### src/rtl/lcd_8080_pkg.sv
// ============================================================================
// Module : lcd_8080_pkg
// Brief  : Shared command codes, decode states and pixel entry layout for
//          the 8080-bus receiver.
// Rev    : 1.0  initial release
// ============================================================================
`default_nettype none

package lcd_8080_pkg;

  localparam logic [7:0] CMD_CASET  = 8'h2A;
  localparam logic [7:0] CMD_PASET  = 8'h2B;
  localparam logic [7:0] CMD_RAMWR  = 8'h2C;
  localparam logic [7:0] CMD_RAMWRC = 8'h3C;

  localparam int PIX_COORD_W = 9;
  localparam int PIX_DATA_W  = 16;

  typedef enum logic [1:0] {
    ST_IDLE = 2'd0,
    ST_CAS  = 2'd1,
    ST_PAS  = 2'd2,
    ST_RAM  = 2'd3
  } state_e;

  // Entry layout in the default configuration; the FIFO stores it packed.
  typedef struct packed {
    logic [PIX_COORD_W-1:0] x;
    logic [PIX_COORD_W-1:0] y;
    logic [PIX_DATA_W-1:0]  data;
  } pix_entry_t;

endpackage

`default_nettype wire

### src/rtl/lcd_rx_fifo.sv
// ============================================================================
// Module : lcd_rx_fifo
// Brief  : First-word fall-through FIFO; a push into a full FIFO is taken
//          only when a pop happens in the same cycle, otherwise it is dropped.
// Rev    : 1.0  initial release
// ============================================================================
`default_nettype none

module lcd_rx_fifo #(
  parameter int WIDTH = 34,
  parameter int DEPTH = 8
) (
  input  logic             clk,
  input  logic             reset,
  input  logic             push_i,
  input  logic [WIDTH-1:0] data_i,
  input  logic             pop_i,
  output logic             valid_o,
  output logic [WIDTH-1:0] data_o,
  output logic             drop_o
);

  localparam int AW = $clog2(DEPTH);

  logic [WIDTH-1:0] mem_q [DEPTH];
  logic [AW-1:0]    wr_q, rd_q;
  logic [AW:0]      cnt_q;

  logic w_empty, w_full, w_pop, w_wr;

  assign w_empty = (cnt_q == '0);
  assign w_full  = (cnt_q == (AW+1)'(DEPTH));
  assign w_pop   = pop_i & ~w_empty;
  assign w_wr    = push_i & (~w_full | w_pop);
  assign drop_o  = push_i & w_full & ~w_pop;
  assign valid_o = ~w_empty;
  assign data_o  = w_empty ? '0 : mem_q[rd_q];

  always_ff @(posedge clk) begin
    if (w_wr) mem_q[wr_q] <= data_i;
  end

  always_ff @(posedge clk or posedge reset) begin
    if (reset) begin
      wr_q  <= '0;
      rd_q  <= '0;
      cnt_q <= '0;
    end else begin
      if (w_wr)  wr_q <= wr_q + 1'b1;
      if (w_pop) rd_q <= rd_q + 1'b1;
      case ({w_wr, w_pop})
        2'b10:   cnt_q <= cnt_q + 1'b1;
        2'b01:   cnt_q <= cnt_q - 1'b1;
        default: cnt_q <= cnt_q;
      endcase
    end
  end

endmodule

`default_nettype wire

### src/rtl/lcd_8080_rx.sv
// ============================================================================
// Module : lcd_8080_rx
// Brief  : 8080 parallel write-bus receiver with CASET/PASET/RAMWR decode and
//          an addressed pixel stream. Macro LCD_RX_RAMWRC_EN adds 0x3C.
// Rev    : 1.0  initial release
// ============================================================================
`default_nettype none

module lcd_8080_rx
  import lcd_8080_pkg::*;
#(
  parameter int DATA_W      = 16,
  parameter int COORD_W     = 9,
  parameter int SYNC_STAGES = 2,
  parameter int FIFO_DEPTH  = 8
) (
  input  logic               clk,
  input  logic               reset,
  input  logic               lcd_cs_n,
  input  logic               lcd_d_c_n,
  input  logic               lcd_wr_n,
  input  logic [DATA_W-1:0]  lcd_data,
  output logic               pix_valid,
  input  logic               pix_ready,
  output logic [COORD_W-1:0] pix_x,
  output logic [COORD_W-1:0] pix_y,
  output logic [DATA_W-1:0]  pix_data,
  output logic               ovf,
  input  logic               ovf_clr,
  output logic               frame_start
);

  localparam int BW  = DATA_W + 3;
  localparam int EW  = 2*COORD_W + DATA_W;
  localparam logic [BW-1:0] C_BUS_IDLE = {3'b111, {DATA_W{1'b0}}};

  logic [SYNC_STAGES-1:0][BW-1:0] sync_q;
  logic [BW-1:0]       prev_q;
  logic                evt_q, evt_dc_q;
  logic [DATA_W-1:0]   evt_data_q;
  logic                w_evt;

  // Bus bits are sampled in lock-step; cs/wr idle high out of reset.
  always_ff @(posedge clk or posedge reset) begin
    if (reset) begin
      sync_q     <= {SYNC_STAGES{C_BUS_IDLE}};
      prev_q     <= C_BUS_IDLE;
      evt_q      <= 1'b0;
      evt_dc_q   <= 1'b0;
      evt_data_q <= '0;
    end else begin
      sync_q[0] <= {lcd_cs_n, lcd_d_c_n, lcd_wr_n, lcd_data};
      for (int i = 1; i < SYNC_STAGES; i++) sync_q[i] <= sync_q[i-1];
      prev_q     <= sync_q[SYNC_STAGES-1];
      evt_q      <= w_evt;
      evt_dc_q   <= prev_q[BW-2];
      evt_data_q <= prev_q[DATA_W-1:0];
    end
  end

  assign w_evt = sync_q[SYNC_STAGES-1][BW-3] & ~prev_q[BW-3] & ~prev_q[BW-1];

  state_e             state_q, state_d;
  logic [1:0]         idx_q, idx_d;
  logic [COORD_W-1:0] ws_q, ws_d, we_q, we_d;
  logic [COORD_W-1:0] sc_q, sc_d, ec_q, ec_d, sp_q, sp_d, ep_q, ep_d;
  logic [COORD_W-1:0] cx_q, cx_d, cy_q, cy_d;
  logic               fs_q, fs_d, ovf_q;
  logic               w_push, w_drop;
  logic [7:0]         w_b;

  assign w_b = evt_data_q[7:0];

  always_comb begin
    state_d = state_q;
    idx_d   = idx_q;
    ws_d    = ws_q;
    we_d    = we_q;
    sc_d    = sc_q;
    ec_d    = ec_q;
    sp_d    = sp_q;
    ep_d    = ep_q;
    cx_d    = cx_q;
    cy_d    = cy_q;
    fs_d    = 1'b0;
    w_push  = 1'b0;
    if (evt_q) begin
      if (!evt_dc_q) begin
        idx_d = 2'd0;
        case (w_b)
          CMD_CASET: state_d = ST_CAS;
          CMD_PASET: state_d = ST_PAS;
          CMD_RAMWR: begin
            state_d = ST_RAM;
            cx_d    = sc_q;
            cy_d    = sp_q;
            fs_d    = 1'b1;
          end
`ifdef LCD_RX_RAMWRC_EN
          CMD_RAMWRC: state_d = ST_RAM;
`endif
          default:   state_d = ST_IDLE;
        endcase
      end else begin
        case (state_q)
          ST_CAS, ST_PAS: begin
            idx_d = idx_q + 2'd1;
            // High byte lands first, so the low byte can simply be OR-ed in.
            case (idx_q)
              2'd0: ws_d = COORD_W'({w_b, 8'h00});
              2'd1: ws_d = ws_q | COORD_W'(w_b);
              2'd2: we_d = COORD_W'({w_b, 8'h00});
              default: begin
                state_d = ST_IDLE;
                if (state_q == ST_CAS) begin
                  sc_d = ws_q;
                  ec_d = we_q | COORD_W'(w_b);
                end else begin
                  sp_d = ws_q;
                  ep_d = we_q | COORD_W'(w_b);
                end
              end
            endcase
          end
          ST_RAM: begin
            w_push = 1'b1;
            if (cx_q == ec_q) begin
              cx_d = sc_q;
              cy_d = (cy_q == ep_q) ? sp_q : cy_q + COORD_W'(1);
            end else begin
              cx_d = cx_q + COORD_W'(1);
            end
          end
          default: ;
        endcase
      end
    end
  end

  always_ff @(posedge clk or posedge reset) begin
    if (reset) begin
      state_q <= ST_IDLE;
      idx_q   <= 2'd0;
      ws_q    <= '0;
      we_q    <= '0;
      sc_q    <= '0;
      ec_q    <= '1;
      sp_q    <= '0;
      ep_q    <= '1;
      cx_q    <= '0;
      cy_q    <= '0;
      fs_q    <= 1'b0;
      ovf_q   <= 1'b0;
    end else begin
      state_q <= state_d;
      idx_q   <= idx_d;
      ws_q    <= ws_d;
      we_q    <= we_d;
      sc_q    <= sc_d;
      ec_q    <= ec_d;
      sp_q    <= sp_d;
      ep_q    <= ep_d;
      cx_q    <= cx_d;
      cy_q    <= cy_d;
      fs_q    <= fs_d;
      if (w_drop)       ovf_q <= 1'b1;
      else if (ovf_clr) ovf_q <= 1'b0;
    end
  end

  logic [EW-1:0] w_head;

  lcd_rx_fifo #(
    .WIDTH (EW),
    .DEPTH (FIFO_DEPTH)
  ) u_fifo (
    .clk     (clk),
    .reset   (reset),
    .push_i  (w_push),
    .data_i  ({cx_q, cy_q, evt_data_q}),
    .pop_i   (pix_valid & pix_ready),
    .valid_o (pix_valid),
    .data_o  (w_head),
    .drop_o  (w_drop)
  );

  assign pix_x       = w_head[EW-1 -: COORD_W];
  assign pix_y       = w_head[DATA_W +: COORD_W];
  assign pix_data    = w_head[DATA_W-1:0];
  assign ovf         = ovf_q;
  assign frame_start = fs_q;

endmodule

`default_nettype wire

### config.mk
export PLATFORM = sky130hd
export DESIGN_NAME = lcd_8080_rx
export DESIGN_NICKNAME = d
export VERILOG_FILES = /design/src/rtl/lcd_8080_pkg.sv /design/src/rtl/lcd_rx_fifo.sv /design/src/rtl/lcd_8080_rx.sv
export SDC_FILE = /design/constraint.sdc
export NUM_CORES = 1
export LEC_CHECK = 0
export BUFFER_PORTS_ARGS = -buffer_cell sky130_fd_sc_hd__buf_2
export CORE_MARGIN = 2
export CORE_UTILIZATION = 53
export DETAILED_ROUTE_END_ITERATION = 10
export PLACE_DENSITY_LB_ADDON = 0.3
export SYNTH_ARGS = -nofsm -noshare
export SYNTH_HDL_FRONTEND = slang
export SYNTH_SLANG_ARGS = --single-unit
export TNS_END_PERCENT = 10
### constraint.sdc
create_clock -name clk -period 6 [get_ports clk]
set_input_delay 1.2 -clock clk [delete_from_list [all_inputs] [get_ports clk]]
set_output_delay 1.2 -clock clk [all_outputs]
set_load 0.005 [all_outputs]
==> Implementation_results.wiki, run 1 <==
{| class="wikitable"
! Metric !! Value
|-
| Outcome || complete, no violations
|-
| Per-cell via count in the routed design || 5.718
|-
| Area growth from synthesis to final layout || 13.89%
|-
| Clock buffer depth || 3
|-
| Final net count || 1,000
|-
| Worst-path maximum fanout || 35
|-
| Final setup fails || 0
|-
| RSZ-0062 raised after global routing || false
|-
| Clk Latency, worst-skew pair || 0.52 ns
|-
| Postcts setup bufs || 0
|-
| Crit. Startpoint || u_fifo.rd_q[0]$_DFFE_PP0P_
|-
| Synth area leaders || sky130_fd_sc_hd__edfxtp_1, sky130_fd_sc_hd__dfrtp_1, sky130_fd_sc_hd__mux4_2, sky130_fd_sc_hd__dfstp_2, sky130_fd_sc_hd__mux2i_1
|-
| Cell taking the most area after synthesis || sky130_fd_sc_hd__edfxtp_1
|-
| Number of standard cells in the final layout excluding fillers || 1,387
|-
| Adder-cell share of the synthesized area || 1.005%
|-
| Origin of the critical flop-to-flop path || evt_dc_q$_DFF_PP0_
|-
| Setup tns final || 0 ns
|-
| Synth unique cells || 49
|-
| Final Wtd Congestion || 0.7810
|-
| Antenna violations before repair || 0
|-
| Quantity of hold-fixing buffers added after cts || 0
|-
| Post-layout total power || 0.007263 W
|-
| Maximum level of the CTS H-tree || 2
|-
| Required time at the endpoint of the critical path || 4.80 ns
|-
| Clock slew seen by the registers of the worst setup and hold paths || 0.06 ns
|-
| Compound-Gate Fraction of Synth Area || 2.682%
|-
| Critical Setup Path Class || reg -> out
|-
| Diodes inserted || 0
|-
| Core outline area || 0.02987 mm2
|-
| Number of global-route vias before repair || 8,025
|-
| Number of cells after detailed placement || 1,309
|-
| Worst min-delay path startpoint || sync_q[33]$_DFF_PP0_
|-
| Die height || 178.8 um
|-
| Number of CTS-inserted buffers || 43
|-
| Worst slew margin relative to its limit || 43.67%
|-
| Number of cells on the worst reg-to-reg path || 6
|-
| Arrival time worst endpoint || 2.92 ns
|-
| Dominant combinational cell family by area after synthesis || multiplexers
|-
| Floorplan row count || 63
|-
| Count of instances resized after the clock tree is built || 0
|-
| #FFs+latches synth || 427
|-
| Port bufs || 59
|-
| Timing-limited maximum frequency || 242.8 MHz
|-
| CTS tree || built
|-
| Total power divided by cell area || 393.9 mW/mm2
|-
| First-pass iteration count of the detailed router || 5
|-
| Critical Path End Type || output pin
|-
| Max-cap violations || 0
|-
| Number of warnings issued by yosys || 0
|-
| Mux share of post-synthesis cell area || 14.36%
|-
| Overall routed net length || 29,790 um
|-
| Worst Skew || 0.01582 ns
|-
| Global route total overflow || 0
|-
| Synth top area share || 50.45%
|-
| Hold Path Cell Cnt || 0
|-
| Average cell area after synthesis || 18.44 um2
|-
| Critical path startpoint category || flip-flop
|-
| P_leak || 6.807 nW
|-
| Xor/xnor cell area share of the yosys netlist || 1.623%
|-
| Instance count of the mapped netlist || 878
|-
| Slew @ Worst Pin || 0.8429 ns
|-
| Initial Utilization || 54.19%
|-
| Number of design-rule violations left by the first detailed-router iteration || 655
|-
| Num ports || 60
|-
| Post-synth design cell area || 0.01619 mm2
|-
| Area enclosed by the die boundary || 0.03196 mm2
|-
| Peak supply drop || 268.5 uV
|-
| Layout filler cell count || 2,082
|-
| Part of the Yosys area used for sequential elements || 74.62%
|-
| Layout cells sized above 1 || 29.89%
|-
| Maximum number of pins on one net before global-route repair || 79
|-
| Global-route wire length before repair || 46,840 um
|-
| Post-DP HPWL || 16,420 um
|-
| WL per Instance || 21.48 um
|-
| Final Critical Period || 4.119 ns
|-
| Simple logic cell fraction of the synthesized area || 4.320%
|-
| CTS Root Buffer Type || sky130_fd_sc_hd__clkbuf_16
|-
| Die X || 178.8 um
|-
| Final cycle utilization of the critical path || 68.65%
|-
| Antenna viol nets, final || 0
|-
| Via count || 7,931
|-
| CTS sink cnt || 427
|-
| Worst hold-check path type || reg -> reg
|-
| Combined global-route utilization of all metal layers || 19.62%
|-
| Number of remaining DRC errors || 0
|-
| Number of nets in the synthesized netlist || 914
|-
| Max-slew violation count || 0
|-
| Hold violation total from the final report || 0
|}
[worst max-delay path, stage by stage (launching register included)]
cell and delay [ns]:
sky130_fd_sc_hd__dfrtp_4 0.88, sky130_fd_sc_hd__buf_4 0.50, sky130_fd_sc_hd__mux4_2 0.60, sky130_fd_sc_hd__mux2i_1 0.15
sky130_fd_sc_hd__nor2_1 0.08, sky130_fd_sc_hd__buf_2 0.16
[flip-flops by register name, summed over array words and instances (netlist names), 2 cells and up]
register,flops
u_fifo.wr_q,3
sync_q,38
prev_q,19
sc_q,9
u_fifo.rd_q,3
u_fifo.mem_q,272
evt_data_q,16
sp_q,9
idx_q,2
cx_q,9
ws_q,9
ep_q,9
state_q,2
cy_q,9
ec_q,9
u_fifo.cnt_q,4
[metrics by stage]
step	instance area, um2	setup slack, ns	utilization, %	hold slack (ns)
finish	18440	1.881	61.72	0.3443
CTS	18440	1.788	61.72	0.3416
global route	18440	1.643	61.72	0.3505
floorplan	16190	0.3420	-	0.3312
global placement	17040	2.410	57.03	0.3323
detailed placement	17040	2.356	57.03	0.3347
[synth_stat cells, drive strengths merged]
master	number
buf	17
nand2b	4
nand4	9
dfstp	27
nand3	2
a21oi	18
edfxtp	272
o31ai	2
or4b	1
inv	18
a221oi	6
ha	13
mux2	34
a311oi	1
dfrtp	128
nor2b	5
and3	8
and3b	1
nor2	61
xor2	15
o32a	1
nand2	36
o41ai	1
nor3b	3
nand3b	2
xnor2	15
nor3	8
a22oi	2
o21ai	21
or3b	1
and2	1
o21a	3
mux2i	41
mux4	68
clkbuf	20
or2	1
o22ai	2
nor4b	1
a31oi	2
nor4	3
a41oi	1
a31o	3
[metal layers]
metal  vias to the layer above  GRT usage, %  wire length, um
met5                         -             0                0
met1                      4156         28.54            13270
li1                       3525             -                -
met2                       206         31.34            14340
met3                        44         3.053             1522
met4                         0         5.386              644
[final cells by class]
class	count	area (um2)	area share (%)
clock buffer	60	1232	6.684
clock inverter	18	166.4	0.9026
inverter	18	72.57	0.3936
multi-input combinational	396	3954	21.44
sequential	427	12090	65.55
tap	390	488.0	2.647
timing repair buffer	78	437.9	2.375
[cells by family (layout without fill, tap and decap cells)]
logic type,after synthesis,count (layout)
xor+xnor,30,30
compound gates,63,63
fa+ha+maj,13,13
mux,143,143
flops,427,427
simple gates,147,147
buf+inv,55,174
[where the power goes]
part | total, W | switching (W) | internal (W)
combinational | 0.00128 | 0.000571 | 0.000711
sequential | 0.00337 | 0.000188 | 0.00318
clock | 0.00261 | 0.00105 | 0.00156
total | 0.00726 | 0.00181 | 0.00546
[layout by cell type, fill, tap and decap left out, drive strengths merged, types with 15 or more instances in the layout]
| cell type | Yosys | layout |
|---|---|---|
| dfstp | 27 | 27 |
| nand2 | 36 | 36 |
| nor2 | 61 | 61 |
| mux2i | 41 | 41 |
| xor2 | 15 | 15 |
| dfrtp | 128 | 128 |
| buf | 17 | 78 |
| o21ai | 21 | 21 |
| a21oi | 18 | 18 |
| xnor2 | 15 | 15 |
| clkbuf | 20 | 60 |
| mux2 | 34 | 34 |
| mux4 | 68 | 68 |
| inv | 18 | 19 |
| edfxtp | 272 | 272 |
[final timing paths]
kind | to | slack (ns)
worst max-delay path | pix_x[3] | 1.88
worst min-delay path | prev_q[14]$_DFF_PP0_ | 0.34
worst max register to register | u_fifo.mem_q[7][16]$_DFFE_PP_ | 3.05
worst min register to register | prev_q[14]$_DFF_PP0_ | 0.34
max in group asynchronous | u_fifo.rd_q[0]$_DFFE_PP0P_ | 4.17
min in group asynchronous | sync_q[6]$_DFF_PP0_ | 0.77
Note: power is estimated with default switching activity, not from simulation.
==> inputs of run 2 (changes only) <==
==> constraint.sdc (replaced) <==
create_clock -name clk -period 3.3 [get_ports clk]
set_input_delay 0.66 -clock clk [delete_from_list [all_inputs] [get_ports clk]]
set_output_delay 0.66 -clock clk [all_outputs]
set_load 0.005 [all_outputs]
==> run 2 against run 1 <==
Sequential share of layout area shrank 0.65 points. Via count about the same. Hold slack got worse by 0.12 ns. Global-route usage grew 0.20 points. Flip-flop and latch count stayed put. Critical endpoint is now pix_y[6]. Largest cell class unchanged. Highest routed layer unchanged.
==> Implementation_results.wiki, run 2 (synthesis results as in run 1) <==
{| class="wikitable"
! Metric !! Value
|-
| Maximum number of pins on one net before global-route repair || 49 (was 79)
|-
| Critical path startpoint category || flip-flop (unchanged)
|-
| Number of global-route vias before repair || 8,128 (was 8,025)
|-
| Number of design-rule violations left by the first detailed-router iteration || 692 (was 655)
|-
| Most common cell after layout, fill and taps aside || sky130_fd_sc_hd__edfxtp_1 (unchanged)
|-
| Post-layout total power || 0.01323 W (was 0.007263 W)
|-
| Port bufs || 59 (unchanged)
|-
| Worst hold-check path type || in -> reg (was reg -> reg)
|-
| Diodes inserted || 0 (unchanged)
|-
| Post-DP HPWL || 16,980 um (was 16,420 um)
|-
| Arrival time worst endpoint || 2.44 ns (was 2.92 ns)
|-
| Cell area after layout || 0.01862 mm2 (was 0.01844 mm2)
|-
| Internal cell power || 0.009943 W (was 0.005457 W)
|-
| Top register by number of flip-flops || u_fifo.mem_q (unchanged)
|-
| Post-detailed-placement cell area || 0.01727 mm2 (was 0.01704 mm2)
|-
| Power share of the clock group || 35.0% (was 35.9%)
|-
| RSZ-0062 raised after global routing || false (unchanged)
|-
| First-pass iteration count of the detailed router || 5 (unchanged)
|-
| Peak supply drop || 434.9 uV (was 268.5 uV)
|-
| CTS tree || built (unchanged)
|-
| Antenna violations before repair || 0 (unchanged)
|-
| Postcts setup bufs || 0 (unchanged)
|-
| Core outline area || 0.02987 mm2 (unchanged)
|-
| Floorplan row count || 63 (unchanged)
|-
| Count of instances resized after the clock tree is built || 0 (unchanged)
|-
| Final cycle utilization of the critical path || 93.88%
|-
| Maximum level of the CTS H-tree || 2 (unchanged)
|-
| List of cells traversed by the critical path || buf_12 -> mux4_2 -> mux2i_1 -> nor2_1 -> buf_2 (was buf_4 -> mux4_2 -> mux2i_1 -> nor2_1 -> buf_2)
|-
| Global route total overflow || 0 (unchanged)
|-
| Worst slew margin relative to its limit || 41.31% (was 43.67%)
|-
| Final setup fails || 0 (unchanged)
|-
| Max-slew violation count || 0 (unchanged)
|-
| Crit. Startpoint || u_fifo.rd_q[0]$_DFFE_PP0P_ (unchanged)
|-
| Global-route wire length before repair || 46,920 um (was 46,840 um)
|-
| Most frequent cells in the layout || sky130_fd_sc_hd__edfxtp_1, sky130_fd_sc_hd__dfrtp_1, sky130_fd_sc_hd__mux4_2 (unchanged)
|-
| WL per Instance || 21.58 um (was 21.48 um)
|-
| Max-cap violations || 0 (unchanged)
|-
| Combined global-route utilization of all metal layers || 19.82% (was 19.62%)
|-
| Final Wtd Congestion || 0.7537 (was 0.7810)
|-
| Num ports || 60 (unchanged)
|-
| Power share of the combinational group || 19.2% (was 17.7%)
|-
| Critical Path End Type || output pin (unchanged)
|-
| CTS Root Buffer Type || sky130_fd_sc_hd__clkbuf_16 (unchanged)
|-
| Layout cells sized above 1 || 29.94% (was 29.89%)
|-
| Number of CTS-inserted buffers || 42 (was 43)
|-
| Per-cell via count in the routed design || 5.699 (was 5.718)
|-
| Overall routed net length || 30,040 um (was 29,790 um)
|-
| Setup tns final || 0 ns (unchanged)
|-
| Switching fraction of total power || 24.87% (was 24.86%)
|-
| Clock slew seen by the registers of the worst setup and hold paths || 0.06 ns (about the same)
|-
| Initial Utilization || 54.19% (unchanged)
|-
| Cell type of the slowest stage on the worst timing path || sky130_fd_sc_hd__dfrtp_4 (unchanged)
|-
| Timing-limited maximum frequency || 322.8 MHz
|-
| Area enclosed by the die boundary || 0.03196 mm2 (unchanged)
|-
| Sw power || 0.003291 W (was 0.001806 W)
|-
| Worst Hold Margin || 0.2252 ns (was 0.3443 ns)
|-
| Outcome || complete, no violations (unchanged)
|-
| Flip-flop count of the largest register after layout || 272 (unchanged)
|-
| Final Critical Period || 3.098 ns
|-
| Final net count || 1,005 (was 1,000)
|-
| Antenna viol nets, final || 0 (unchanged)
|-
| Area growth from synthesis to final layout || 15.02% (was 13.89%)
|-
| Via count || 7,933 (was 7,931)
|-
| Quantity of hold-fixing buffers added after cts || 0 (unchanged)
|-
| Critical Setup Path Class || reg -> out (unchanged)
|-
| Total power divided by cell area || 710.7 mW/mm2 (was 393.9 mW/mm2)
|-
| Number of remaining DRC errors || 0 (unchanged)
|-
| Worst Skew || 0.02156 ns (was 0.01582 ns)
|-
| Hold violation total from the final report || 0 (unchanged)
|-
| Die X || 178.8 um (unchanged)
|-
| Share of total power in sequential cells || 45.8% (was 46.4%)
|-
| Layout filler cell count || 2,092 (was 2,082)
|-
| Origin of the critical flop-to-flop path || evt_dc_q$_DFF_PP0_ (unchanged)
|-
| P_leak || 6.906 nW (was 6.807 nW)
|-
| Clk Latency, worst-skew pair || 0.53 ns (was 0.52 ns)
|-
| Critical Path Max Stage Delay || 0.62 ns (was 0.88 ns)
|-
| Slew @ Worst Pin || 0.8784 ns (was 0.8429 ns)
|-
| Number of cells after detailed placement || 1,315 (was 1,309)
|-
| Top Registers || u_fifo.mem_q: 272 flops, sync_q: 38 flops, prev_q: 19 flops (unchanged)
|-
| Clock buffer depth || 3 (unchanged)
|-
| Required time at the endpoint of the critical path || 2.64 ns (was 4.80 ns)
|-
| Die height || 178.8 um (unchanged)
|-
| Number of standard cells in the final layout excluding fillers || 1,392 (was 1,387)
|-
| Worst min-delay path startpoint || lcd_cs_n (was sync_q[33]$_DFF_PP0_)
|-
| Worst-path maximum fanout || 31 (was 35)
|-
| CTS sink cnt || 427 (unchanged)
|}
[run 2: cell count changes in the layout (fill, tap and decap cells not counted), sizes merged]
| cell | change |
|---|---|
| buf | +6 |
| clkbuf | -7 |
| inv | -1 |
| clkinv | +6 |
| bufinv | +1 |
[run 2: area by class of cell]
| cell class | count | area, um2 | area share, % |
|---|---|---|---|
| timing repair buffer | 84 | 658.1 | 3.534 |
| inverter | 18 | 71.32 | 0.3830 |
| clock buffer | 53 | 1144 | 6.141 |
| clock inverter | 24 | 211.5 | 1.136 |
| sequential | 427 | 12090 | 64.91 |
| multi-input combinational | 396 | 3963 | 21.28 |
| tap | 390 | 488.0 | 2.620 |
[run 2: stage by stage]
step / setup WS (ns) / util [%]
after floorplan: -1.489 / -
after global placement: 0.7305 / 57.80
after detailed placement: 0.6927 / 57.80
after CTS: 0.1340 / 62.33
after global routing: 0.03100 / 62.33
final: 0.2020 / 62.33
[run 2: routing by layer]
metal	global-route usage (%)	up-vias	wire, um
li1	-	3547	-
met1	27.74	4143	13180
met2	32.24	198	14870
met3	3.159	45	1257
met4	6.640	0	737
met5	0	-	0
[run 2: worst paths after layout]
check / end / cells past startpoint / slack [ns]
max: pix_y[6] / 5 / 0.20
min: sync_q[18]$_DFF_PP1_ / 1 / 0.23
max in group asynchronous: ec_q[4]$_DFFE_PP1P_ / 3 / 2.20
min in group asynchronous: u_fifo.cnt_q[3]$_DFFE_PP0P_ / 2 / 0.30
min reg2reg: prev_q[18]$_DFF_PP1_ / 0 / 0.34
max reg2reg: u_fifo.cnt_q[2]$_DFFE_PP0P_ / 9 / 0.74
[run 2: critical path, delay by kind of cell (launching register included)]
| kind | cells | cell delay (ns) |
|---|---|---|
| buffers and inverters | 2 | 0.45 |
| and+or+nand+nor | 1 | 0.06 |
| muxes | 2 | 0.76 |
| DFF | 1 | 0.62 |
[run 2: power groups by stage]
stage / clock network (W) / logic, W / registers [W]
after floorplan: 0 / 0.00187 / 0.00596
after global placement: 0 / 0.00256 / 0.00617
after detailed placement: 0 / 0.00259 / 0.00618
after CTS: 0.00474 / 0.00261 / 0.00607
after global routing: 0.00497 / 0.00281 / 0.00610
final: 0.00463 / 0.00254 / 0.00607
